[config.mk]
export PLATFORM = sky130hd
export DESIGN_NAME = muldiv_ctrl_flat
export DESIGN_NICKNAME = d
export VERILOG_FILES = /design/src/rtl/muldiv_if.sv /design/src/rtl/muldiv_ctrl.sv /design/src/flat_wrapper.sv
export SDC_FILE = /design/constraint.sdc
export NUM_CORES = 2
export LEC_CHECK = 0
export ABC_CLOCK_PERIOD_IN_PS = 11350
export BUFFER_PORTS_ARGS = -buffer_cell sky130_fd_sc_hd__buf_2
export CORE_MARGIN = 8
export CORE_UTILIZATION = 65
export CTS_CLUSTER_SIZE = 14
export DETAILED_ROUTE_END_ITERATION = 8
export PLACE_DENSITY_LB_ADDON = 0.1
export SYNTH_ARGS = -nofsm -noshare
export SYNTH_HDL_FRONTEND = slang
export SYNTH_SLANG_ARGS = --single-unit
[constraint.sdc]
create_clock -name clk -period 11.35 [get_ports clk]
set_clock_uncertainty 0.1 [all_clocks]
set_input_delay 0 -clock clk [delete_from_list [all_inputs] [get_ports clk]]
set_output_delay 0 -clock clk [all_outputs]
set_load 0.005 [all_outputs]
[src/rtl/muldiv_if.sv]
// HI/LO multiply/divide request and result bundle between the execute stage and muldiv_ctrl.
interface muldiv_if;
    logic        validE;
    logic [3:0]  opE;
    logic [31:0] vaE;
    logic [31:0] vbE;
    logic        cancel;
    logic [31:0] hi;
    logic [31:0] lo;
    logic [31:0] rdataE;
    logic        busy;
    logic        stall;

    modport master (
        output validE, opE, vaE, vbE, cancel,
        input  hi, lo, rdataE, busy, stall
    );

    modport slave (
        input  validE, opE, vaE, vbE, cancel,
        output hi, lo, rdataE, busy, stall
    );
endinterface

[src/rtl/muldiv_ctrl.sv]
// HI/LO multiply/divide sequencer: fixed-latency multiply, 32-step restoring divide.
// Optional MULDIV_FASTDIV_EN skips the iterations when the quotient is trivially zero.
module muldiv_ctrl #(
    parameter int unsigned MUL_CYCLES = 4
) (
    input logic     clk,
    input logic     reset,
    muldiv_if.slave bus
);

    typedef enum logic [1:0] {StIdle, StMul, StDiv, StFix} state_e;

    localparam logic [3:0] OpMult  = 4'd1;
    localparam logic [3:0] OpMultu = 4'd2;
    localparam logic [3:0] OpDiv   = 4'd3;
    localparam logic [3:0] OpDivu  = 4'd4;
    localparam logic [3:0] OpMthi  = 4'd5;
    localparam logic [3:0] OpMtlo  = 4'd6;
    localparam logic [3:0] OpMfhi  = 4'd7;
    localparam logic [3:0] OpMflo  = 4'd8;
    localparam logic [4:0] MulCnt  = 5'(MUL_CYCLES - 1);

    state_e      state_q, state_d;
    logic [4:0]  cnt_q, cnt_d;
    logic [31:0] hi_q, hi_d, lo_q, lo_d;
    logic [31:0] a_q, a_d, b_q, b_d;
    logic [31:0] quo_q, quo_d, rem_q, rem_d;
    logic        signed_q, signed_d, qneg_q, qneg_d, rneg_q, rneg_d, div0_q, div0_d;

    logic        hilo_op, busy, a_neg, b_neg;
    logic [31:0] a_mag, b_mag, q_fix, r_fix;
    logic [32:0] shifted, diff;
    logic [63:0] ext_a, ext_b, prod;
`ifdef MULDIV_FASTDIV_EN
    logic        fast_skip;
`endif

    always_comb begin
        hilo_op = bus.validE && (bus.opE != 4'd0) && (bus.opE <= OpMflo);
        busy    = (state_q != StIdle);
        a_neg   = (bus.opE == OpDiv) && bus.vaE[31];
        b_neg   = (bus.opE == OpDiv) && bus.vbE[31];
        a_mag   = a_neg ? -bus.vaE : bus.vaE;
        b_mag   = b_neg ? -bus.vbE : bus.vbE;
`ifdef MULDIV_FASTDIV_EN
        fast_skip = (bus.vbE == 32'd0) || (a_mag < b_mag);
`endif
        // Sign-extend before a 64x64 multiply so the low 64 bits are the signed product.
        ext_a   = signed_q ? {{32{a_q[31]}}, a_q} : {32'd0, a_q};
        ext_b   = signed_q ? {{32{b_q[31]}}, b_q} : {32'd0, b_q};
        prod    = ext_a * ext_b;
        shifted = {rem_q, quo_q[31]};
        diff    = shifted - {1'b0, b_q};
        q_fix   = qneg_q ? -quo_q : quo_q;
        r_fix   = rneg_q ? -rem_q : rem_q;
    end

    always_comb begin
        state_d  = state_q;
        cnt_d    = cnt_q;
        hi_d     = hi_q;
        lo_d     = lo_q;
        a_d      = a_q;
        b_d      = b_q;
        quo_d    = quo_q;
        rem_d    = rem_q;
        signed_d = signed_q;
        qneg_d   = qneg_q;
        rneg_d   = rneg_q;
        div0_d   = div0_q;
        unique case (state_q)
            StIdle: begin
                if (bus.validE && !bus.cancel) begin
                    case (bus.opE)
                        OpMult, OpMultu: begin
                            state_d  = StMul;
                            cnt_d    = MulCnt;
                            a_d      = bus.vaE;
                            b_d      = bus.vbE;
                            signed_d = (bus.opE == OpMult);
                        end
                        OpDiv, OpDivu: begin
                            state_d = StDiv;
                            cnt_d   = 5'd31;
                            b_d     = b_mag;
                            quo_d   = a_mag;
                            rem_d   = 32'd0;
                            qneg_d  = a_neg ^ b_neg;
                            rneg_d  = a_neg;
                            div0_d  = (bus.vbE == 32'd0);
`ifdef MULDIV_FASTDIV_EN
                            if (fast_skip) begin
                                state_d = StFix;
                                quo_d   = 32'd0;
                                rem_d   = a_mag;
                            end
`endif
                        end
                        OpMthi:  hi_d = bus.vaE;
                        OpMtlo:  lo_d = bus.vaE;
                        default: ;
                    endcase
                end
            end
            StMul: begin
                if (cnt_q == 5'd0) begin
                    {hi_d, lo_d} = prod;
                    state_d      = StIdle;
                end else begin
                    cnt_d = cnt_q - 5'd1;
                end
            end
            StDiv: begin
                // A set borrow bit means the trial subtraction went negative: restore.
                rem_d = diff[32] ? shifted[31:0] : diff[31:0];
                quo_d = {quo_q[30:0], ~diff[32]};
                if (cnt_q == 5'd0) begin
                    state_d = StFix;
                end else begin
                    cnt_d = cnt_q - 5'd1;
                end
            end
            StFix: begin
                hi_d    = r_fix;
                lo_d    = div0_q ? 32'hFFFF_FFFF : q_fix;
                state_d = StIdle;
            end
            default: state_d = StIdle;
        endcase
        if (bus.cancel && busy) begin
            state_d = StIdle;
            cnt_d   = 5'd0;
            hi_d    = hi_q;
            lo_d    = lo_q;
        end
    end

    always_ff @(posedge clk) begin
        if (reset) begin
            state_q  <= StIdle;
            cnt_q    <= 5'd0;
            hi_q     <= 32'd0;
            lo_q     <= 32'd0;
            a_q      <= 32'd0;
            b_q      <= 32'd0;
            quo_q    <= 32'd0;
            rem_q    <= 32'd0;
            signed_q <= 1'b0;
            qneg_q   <= 1'b0;
            rneg_q   <= 1'b0;
            div0_q   <= 1'b0;
        end else begin
            state_q  <= state_d;
            cnt_q    <= cnt_d;
            hi_q     <= hi_d;
            lo_q     <= lo_d;
            a_q      <= a_d;
            b_q      <= b_d;
            quo_q    <= quo_d;
            rem_q    <= rem_d;
            signed_q <= signed_d;
            qneg_q   <= qneg_d;
            rneg_q   <= rneg_d;
            div0_q   <= div0_d;
        end
    end

    assign bus.hi     = hi_q;
    assign bus.lo     = lo_q;
    assign bus.busy   = busy;
    assign bus.stall  = busy && hilo_op;
    assign bus.rdataE = (bus.opE == OpMfhi) ? hi_q :
                        (bus.opE == OpMflo) ? lo_q : 32'd0;

endmodule
[src/flat_wrapper.sv]
// flat-port wrapper written by rule: the top's interface ports become plain ports
module muldiv_ctrl_flat 
#(
    parameter int unsigned MUL_CYCLES = 4
)
  (clk, reset, bus_validE, bus_opE, bus_vaE, bus_vbE, bus_cancel, bus_hi, bus_lo, bus_rdataE, bus_busy, bus_stall);
  muldiv_if bus_i ();
  input logic clk;
  input logic reset;
  input wire logic [$bits(bus_i.validE)-1:0] bus_validE;
  input wire logic [$bits(bus_i.opE)-1:0] bus_opE;
  input wire logic [$bits(bus_i.vaE)-1:0] bus_vaE;
  input wire logic [$bits(bus_i.vbE)-1:0] bus_vbE;
  input wire logic [$bits(bus_i.cancel)-1:0] bus_cancel;
  output wire logic [$bits(bus_i.hi)-1:0] bus_hi;
  output wire logic [$bits(bus_i.lo)-1:0] bus_lo;
  output wire logic [$bits(bus_i.rdataE)-1:0] bus_rdataE;
  output wire logic [$bits(bus_i.busy)-1:0] bus_busy;
  output wire logic [$bits(bus_i.stall)-1:0] bus_stall;
  assign bus_i.validE = bus_validE;
  assign bus_i.opE = bus_opE;
  assign bus_i.vaE = bus_vaE;
  assign bus_i.vbE = bus_vbE;
  assign bus_i.cancel = bus_cancel;
  assign bus_hi = bus_i.hi;
  assign bus_lo = bus_i.lo;
  assign bus_rdataE = bus_i.rdataE;
  assign bus_busy = bus_i.busy;
  assign bus_stall = bus_i.stall;
  muldiv_ctrl #(.MUL_CYCLES(MUL_CYCLES)) u_core (.clk(clk), .reset(reset), .bus(bus_i));
endmodule
# Yosys cells after proc, flatten, opt, wreduce, memory -nomap -nowiden
# Index checks and enable logic that the tools add are counted.
dict set report totals {
  register_bits 203
  output_inout_bits 98
  in_bits 72
  word_cells 105
}
dict set report classes {
  bitwise 3
  mul 1
  eq_ne 19
  n_addsub 6
  order_cmp 1
  reduce_logical 29
  muxes 34
}
# operator count
set op_table {}
lappend op_table {{2-to-1 mux 32 bit} 18}
lappend op_table {{case mux 32 bit (2 select lines)} 3}
lappend op_table {{case mux 32 bit (3 select lines)} 2}
lappend op_table {{2-to-1 mux 64 bit} 2}
lappend op_table {{negator 32 bit} 4}
lappend op_table {{multiplier 64 x 64 -> 64 bit} 1}
lappend op_table {{subtractor 33 x 32 -> 33 bit} 1}
lappend op_table {{logical NOT 32 bit} 1}
lappend op_table {{case mux 5 bit (2 select lines)} 2}
lappend op_table {{equality test 4 x 3 -> 1 bit, second input constant} 4}
lappend op_table {{AND reduction 3 bit} 4}
lappend op_table {{2-to-1 mux 5 bit} 2}
lappend op_table {{AND reduction 5 bit} 2}
lappend op_table {{equality test 4 x 2 -> 1 bit, second input constant} 2}
lappend op_table {{!= test 2 bit, second input constant} 4}
lappend op_table {{case mux 2 bit (4 select lines)} 1}
lappend op_table {{AND reduction 4 bit} 2}
lappend op_table {{nonzero test 2 bit} 4}
lappend op_table {{OR reduction 2 bit} 4}
lappend op_table {{logical AND 1 bit} 7}
lappend op_table {{2-to-1 mux 2 bit} 3}
lappend op_table {{!= test 2 x 1 -> 1 bit, second input constant} 3}
lappend op_table {{logical NOT 5 bit} 1}
lappend op_table {{subtractor 5 x 1 -> 5 bit, second input constant} 1}
lappend op_table {{other kinds (13)} 15}

# Longest topological paths before layout
dict set report depth {
  word_depth 6
  mapped_depth 36
  ltp_nobuf 34
}

# Worst setup path after synthesis
# OpenSTA, ideal clock, no wires.
dict set report synth_path {
  kind {register to register}
  from {register u_core.signed_q}
  to {register u_core.hi_q[29] (netlist: u_core.bus.hi[29])}
  n_path_buf 3
  arrival_ps 8856
  period_less_slack_ps 9035
  stages_incl_launch_ff 35
  slack_ps 2315
  path_cell_list {dfxtp_1 -> and2_1 -> clkbuf_1 -> clkbuf_1 -> nand2_1 -> inv_1 -> fa_1 -> inv_1 -> fa_1 -> inv_1 -> fa_1 -> inv_1 -> fa_1 -> inv_1 -> fa_1 -> fa_1 -> fa_1 -> fa_1 -> fa_1 -> inv_1 -> fa_1 -> inv_1 -> ha_1 -> clkbuf_1 -> a21o_1 -> a21o_1 -> a21o_1 -> nand2_1 -> nand2_1 -> a21o_1 -> nand3_1 -> nand2_1 -> a31oi_1 -> or4_1 -> o211ai_1}
}
dict set report synth_via {
  elab_chain_len 4
}
# item line
set synth_lines {}
lappend synth_lines {{start: declaration} muldiv_ctrl.sv:28} ;# logic signed_q, signed_d, qneg_q, qneg_d, rneg_q, rneg_d, div0_q, div0_d;
lappend synth_lines {{start signal: assignment} muldiv_ctrl.sv:161} ;# signed_q <= signed_d;
lappend synth_lines {{2-to-1 mux 64 bit (on tied branches)} {muldiv_ctrl.sv:49, muldiv_ctrl.sv:50}}
lappend synth_lines {{multiplier 64 x 64 -> 64 bit *} muldiv_ctrl.sv:51} ;# prod = ext_a * ext_b;
lappend synth_lines {{2-to-1 mux 32 bit *} muldiv_ctrl.sv:106} ;# if (cnt_q == 5'd0) begin
lappend synth_lines {{case mux 32 bit (3 select lines) *} muldiv_ctrl.sv:71} ;# unique case (state_q)
lappend synth_lines {{end signal: assignment} muldiv_ctrl.sv:155} ;# hi_q <= hi_d;
lappend synth_lines {{end: declaration} muldiv_ctrl.sv:25} ;# logic [31:0] hi_q, hi_d, lo_q, lo_d;
# Mark *: on every way between the ends. The rest lies on a longest branch, timed or not. The select of a mux whose other input is x is not followed.
# A chain may end at the register's enable or synchronous reset.

# Worst setup path after layout
dict set report layout_path {
  from {register u_core.a_q[20]}
  to {register u_core.hi_q[24] (netlist: u_core.bus.hi[24])}
}
dict set report layout_via {
  elab_chain_len 4
}
# item line
set layout_lines {}
lappend layout_lines {{start: declaration} muldiv_ctrl.sv:26} ;# logic [31:0] a_q, a_d, b_q, b_d;
lappend layout_lines {{start signal: assignment} muldiv_ctrl.sv:144} ;# a_q <= 32'd0;
lappend layout_lines {{start signal: assignment} muldiv_ctrl.sv:157} ;# a_q <= a_d;
lappend layout_lines {{2-to-1 mux 64 bit} muldiv_ctrl.sv:49} ;# ext_a = signed_q ? {{32{a_q[31]}}, a_q} : {32'd0, a_q};
lappend layout_lines {{multiplier 64 x 64 -> 64 bit} muldiv_ctrl.sv:51}
lappend layout_lines {{2-to-1 mux 32 bit} muldiv_ctrl.sv:106}
lappend layout_lines {{case mux 32 bit (3 select lines)} muldiv_ctrl.sv:71}
# Every way passes these cells. The select of a mux whose other input is x is not followed.

==> flow_metrics.tcl <==
set metrics [dict create \
    status "finished clean" \
    ctsRootBufferMaster "clkbuf_16" \
    synthArstFlopShare 0 \
    initial_core_util 0.656 \
    p_total_w 0.00301 \
    gr-usage-all-layers 0.377 \
    cap_violations 0 \
    port-buffer-count 169 \
    fin_crit_sh 0.898 \
    post-place-ws_ps 1420 \
    multi_input_area_sq_um 49700 \
    die_w_um 323 \
    synth_flop_cell "dfxtp_1" \
    relSlewSlack 0.135 \
    rows 112 \
    detail_route.wl_per_cell_um 23.2 \
    holdCritPathClass "input pin to flop" \
    synth_top_family_by_area "adder cells" \
    muxShareOfSynthArea 0.00512 \
    worstMarginPinSlew_ps 1300 \
    avgSynthCellArea_sq_um 8.84 \
    synthesis.area_sq_um 61100 \
    slew_violations 0 \
    num_vias 48100 \
    synthCells 6911 \
    finalSetupTns_ps 0 \
    htreeDepth 1 \
    synth_xor_area_frac 0.0376 \
    ir_worst_vdd_uv 127 \
    slowest_stage "dfxtp_1" \
    firstDrtPassIters 6 \
    final_cells 8232 \
    seqCellArea_sq_um 4090 \
    drt_wl_total_um 191000 \
    dieArea_sq_um 104000 \
    design_area_sq_um 65000 \
    path_class "flop to flop" \
    grt_pass1_vias 50900 \
    clock_sinks 203 \
    max_freq_mhz 98.1 \
    crit_required_ps 11660 \
    ios 170 \
    synthAdderAreaFrac 0.538 \
    post_cts_buffers 0 \
    cts_tree "built" \
    cp_common_cell "fa_1" \
    grt_max_degree 114 \
    path_max_fanout 17 \
    ant_nets 0 \
    drt_iter0_markers 4536 \
    gp_congestion 0.991 \
    start_kind "flop" \
    coreArea_sq_um 93200 \
    synth_compound_gate_area_share 0.0839 \
    yosys.area_share.simple 0.148 \
    synth_fp_nets 8753 \
    nFillCells 7481 \
    drc 0 \
    ys_seq_area_frac 0.0665 \
    insertion_delay_ps 570 \
    dp.cells 8074 \
    timing.final.hold_violations 0 \
    cellPowerDensity_nw_per_um2 46.4 \
    drive_gt1_frac 0.0549 \
    clk_pin_slew_ps 60 \
    areaGrowthSynthToFinish_pct 6.40 \
    dpl_cell_area_sq_um 63100 \
    setup_slack_ps 1160 \
    cp-end-kind "flop" \
    cts_buffer_depth 3 \
    p_leak_nw 33.0 \
    overflow 0 \
    antenna_found_initial 10 \
    avgViaCountPerCell 5.84 \
    period_minus_slack_ps 10190 \
    ys_types 74 \
    cts_resized 0 \
    die_y_um 323 \
    hpwlAfterDp_um 156000 \
    numCtsBuffers 25 \
    critPathArrivalTime_ps 10500 \
    setup-violations-final 0 \
    reg2reg_slack_ps 1160 \
    ys.warnings.count 0 \
    max_stage_delay_ps 1100 \
    ys_ff_latch 203 \
    grt_pass1_wl_um 300000 \
    grt_setup_unrepaired "no" \
    ctsHoldBuffers 106 \
    nets 8795 \
    synth_edf_count 0 \
]
Yosys cell counts (10+ instances only):
| master | count | area [sq um] |
|---|---|---|
| inv_1 | 1590 | 5970 |
| fa_1 | 1420 | 28400 |
| nand2_1 | 847 | 3180 |
| and2_1 | 580 | 3630 |
| clkbuf_1 | 360 | 1350 |
| ha_1 | 350 | 4380 |
| a21oi_1 | 231 | 1160 |
| o21ai_0 | 204 | 1020 |
| dfxtp_1 | 203 | 4060 |
| nor2_1 | 203 | 762 |
| xnor2_1 | 202 | 1770 |
| xor2_1 | 60 | 526 |
| nor3_1 | 49 | 245 |
| a211oi_1 | 47 | 353 |
| a21o_1 | 46 | 345 |
| nand3_1 | 39 | 195 |
| a22o_1 | 32 | 280 |
| mux2i_1 | 29 | 290 |
| o31ai_1 | 27 | 203 |
| a311oi_1 | 24 | 210 |
| and3_1 | 24 | 150 |
| a31oi_1 | 23 | 144 |
| nand2b_1 | 20 | 125 |
| nand4_1 | 19 | 119 |
| o21a_1 | 19 | 143 |
| or3_1 | 18 | 113 |
| a221oi_1 | 17 | 149 |
| o41ai_1 | 17 | 149 |
| or4_1 | 17 | 128 |
| nor4_1 | 16 | 100 |
| a221o_1 | 15 | 150 |
| buf_1 | 15 | 56.3 |
| o21bai_1 | 15 | 113 |
| o211ai_1 | 11 | 82.6 |
| nor2b_1 | 10 | 62.6 |
flip-flops by register name, summed over array words and instances (netlist names):
register,flops
u_core.a_q,32
u_core.bus.hi,32
u_core.div0_q,1
u_core.rneg_q,1
u_core.quo_q,32
u_core.signed_q,1
u_core.cnt_q,5
u_core.state_q,2
u_core.bus.lo,32
u_core.b_q,32
u_core.qneg_q,1
u_core.rem_q,32
per-stage QoR:
step	util	hold WS [ps]
2_1_floorplan	-	26.8
3_3_place_gp	0.677	172
3_5_place_dp	0.677	197
4_1_cts	0.697	164
5_1_grt	0.697	197
6_report	0.697	173
worst max-delay path: cells and delay by family (launching register included):
kind	cells	cell delay, ps
flip-flops	1	1100
adder cells (fa/ha/maj)	11	5260
AO/OA/AOI/OAI	7	1400
XOR/XNOR	1	170
buffers and inverters	8	910
AND/OR/NAND/NOR	4	1080
routing by layer:
layer | global-route usage | wire [um] | up-vias
met3 | 0.0856 | 19400 | 558
met5 | 0 | 13 | -
met1 | 0.498 | 72700 | 24300
li1 | - | - | 20800
met4 | 0.181 | 11900 | 2
met2 | 0.593 | 87100 | 2429
layout make-up:
cell class | count | share of cell area
antenna | 7 | 0.000270
clock buffer | 34 | 0.0109
clock inverter | 11 | 0.00194
inverter | 1590 | 0.0918
multi-input combinational | 4739 | 0.764
sequential | 203 | 0.0629
tap | 1254 | 0.0241
timing repair buffer | 394 | 0.0436
final timing paths:
| check | start | end | cells past startpoint |
|---|---|---|---|
| worst max-delay path | u_core.a_q[20] | u_core.bus.hi[24] | 31 |
| worst min-delay path | bus_vbE[0] | u_core.b_q[0] | 4 |
| worst max register to register | u_core.a_q[20] | u_core.bus.hi[24] | 31 |
| worst min register to register | u_core.a_q[10] | u_core.a_q[10] | 2 |
cells by family (layout without fill, tap and decap cells):
group | count (synthesis) | count (layout)
buf+inv | 1969 | 2029
compound gates | 800 | 800
flops | 203 | 203
simple gates | 1872 | 1872
mux | 31 | 31
other cells | 0 | 7
xor+xnor | 262 | 262
fa+ha+maj | 1774 | 1774
cell usage in the layout (no fill, tap or decap), types with 25 or more instances in the layout:
cell type,count
a211oi_1,47
xor2_1,59
nor2_1,200
clkbuf_16,25
dlygate4sd3_1,106
dfxtp_1,186
and2_1,581
buf_4,117
buf_2,168
nand2_1,845
xnor2_1,202
nor3_1,49
o31ai_1,27
a22o_1,32
inv_1,1590
a21o_1,46
a21oi_1,230
ha_1,347
nand3_1,39
o21ai_0,204
mux2i_1,29
fa_1,1420
power breakdown:
part | total (W) | internal, W | switching (W)
Clock | 0.000843 | 0.000486 | 0.000357
Combinational | 0.00118 | 0.000447 | 0.000729
Sequential | 0.000996 | 0.000805 | 0.000191
Total | 0.00301 | 0.00174 | 0.00128
No activity file was read; power rests on OpenSTA's default activity.
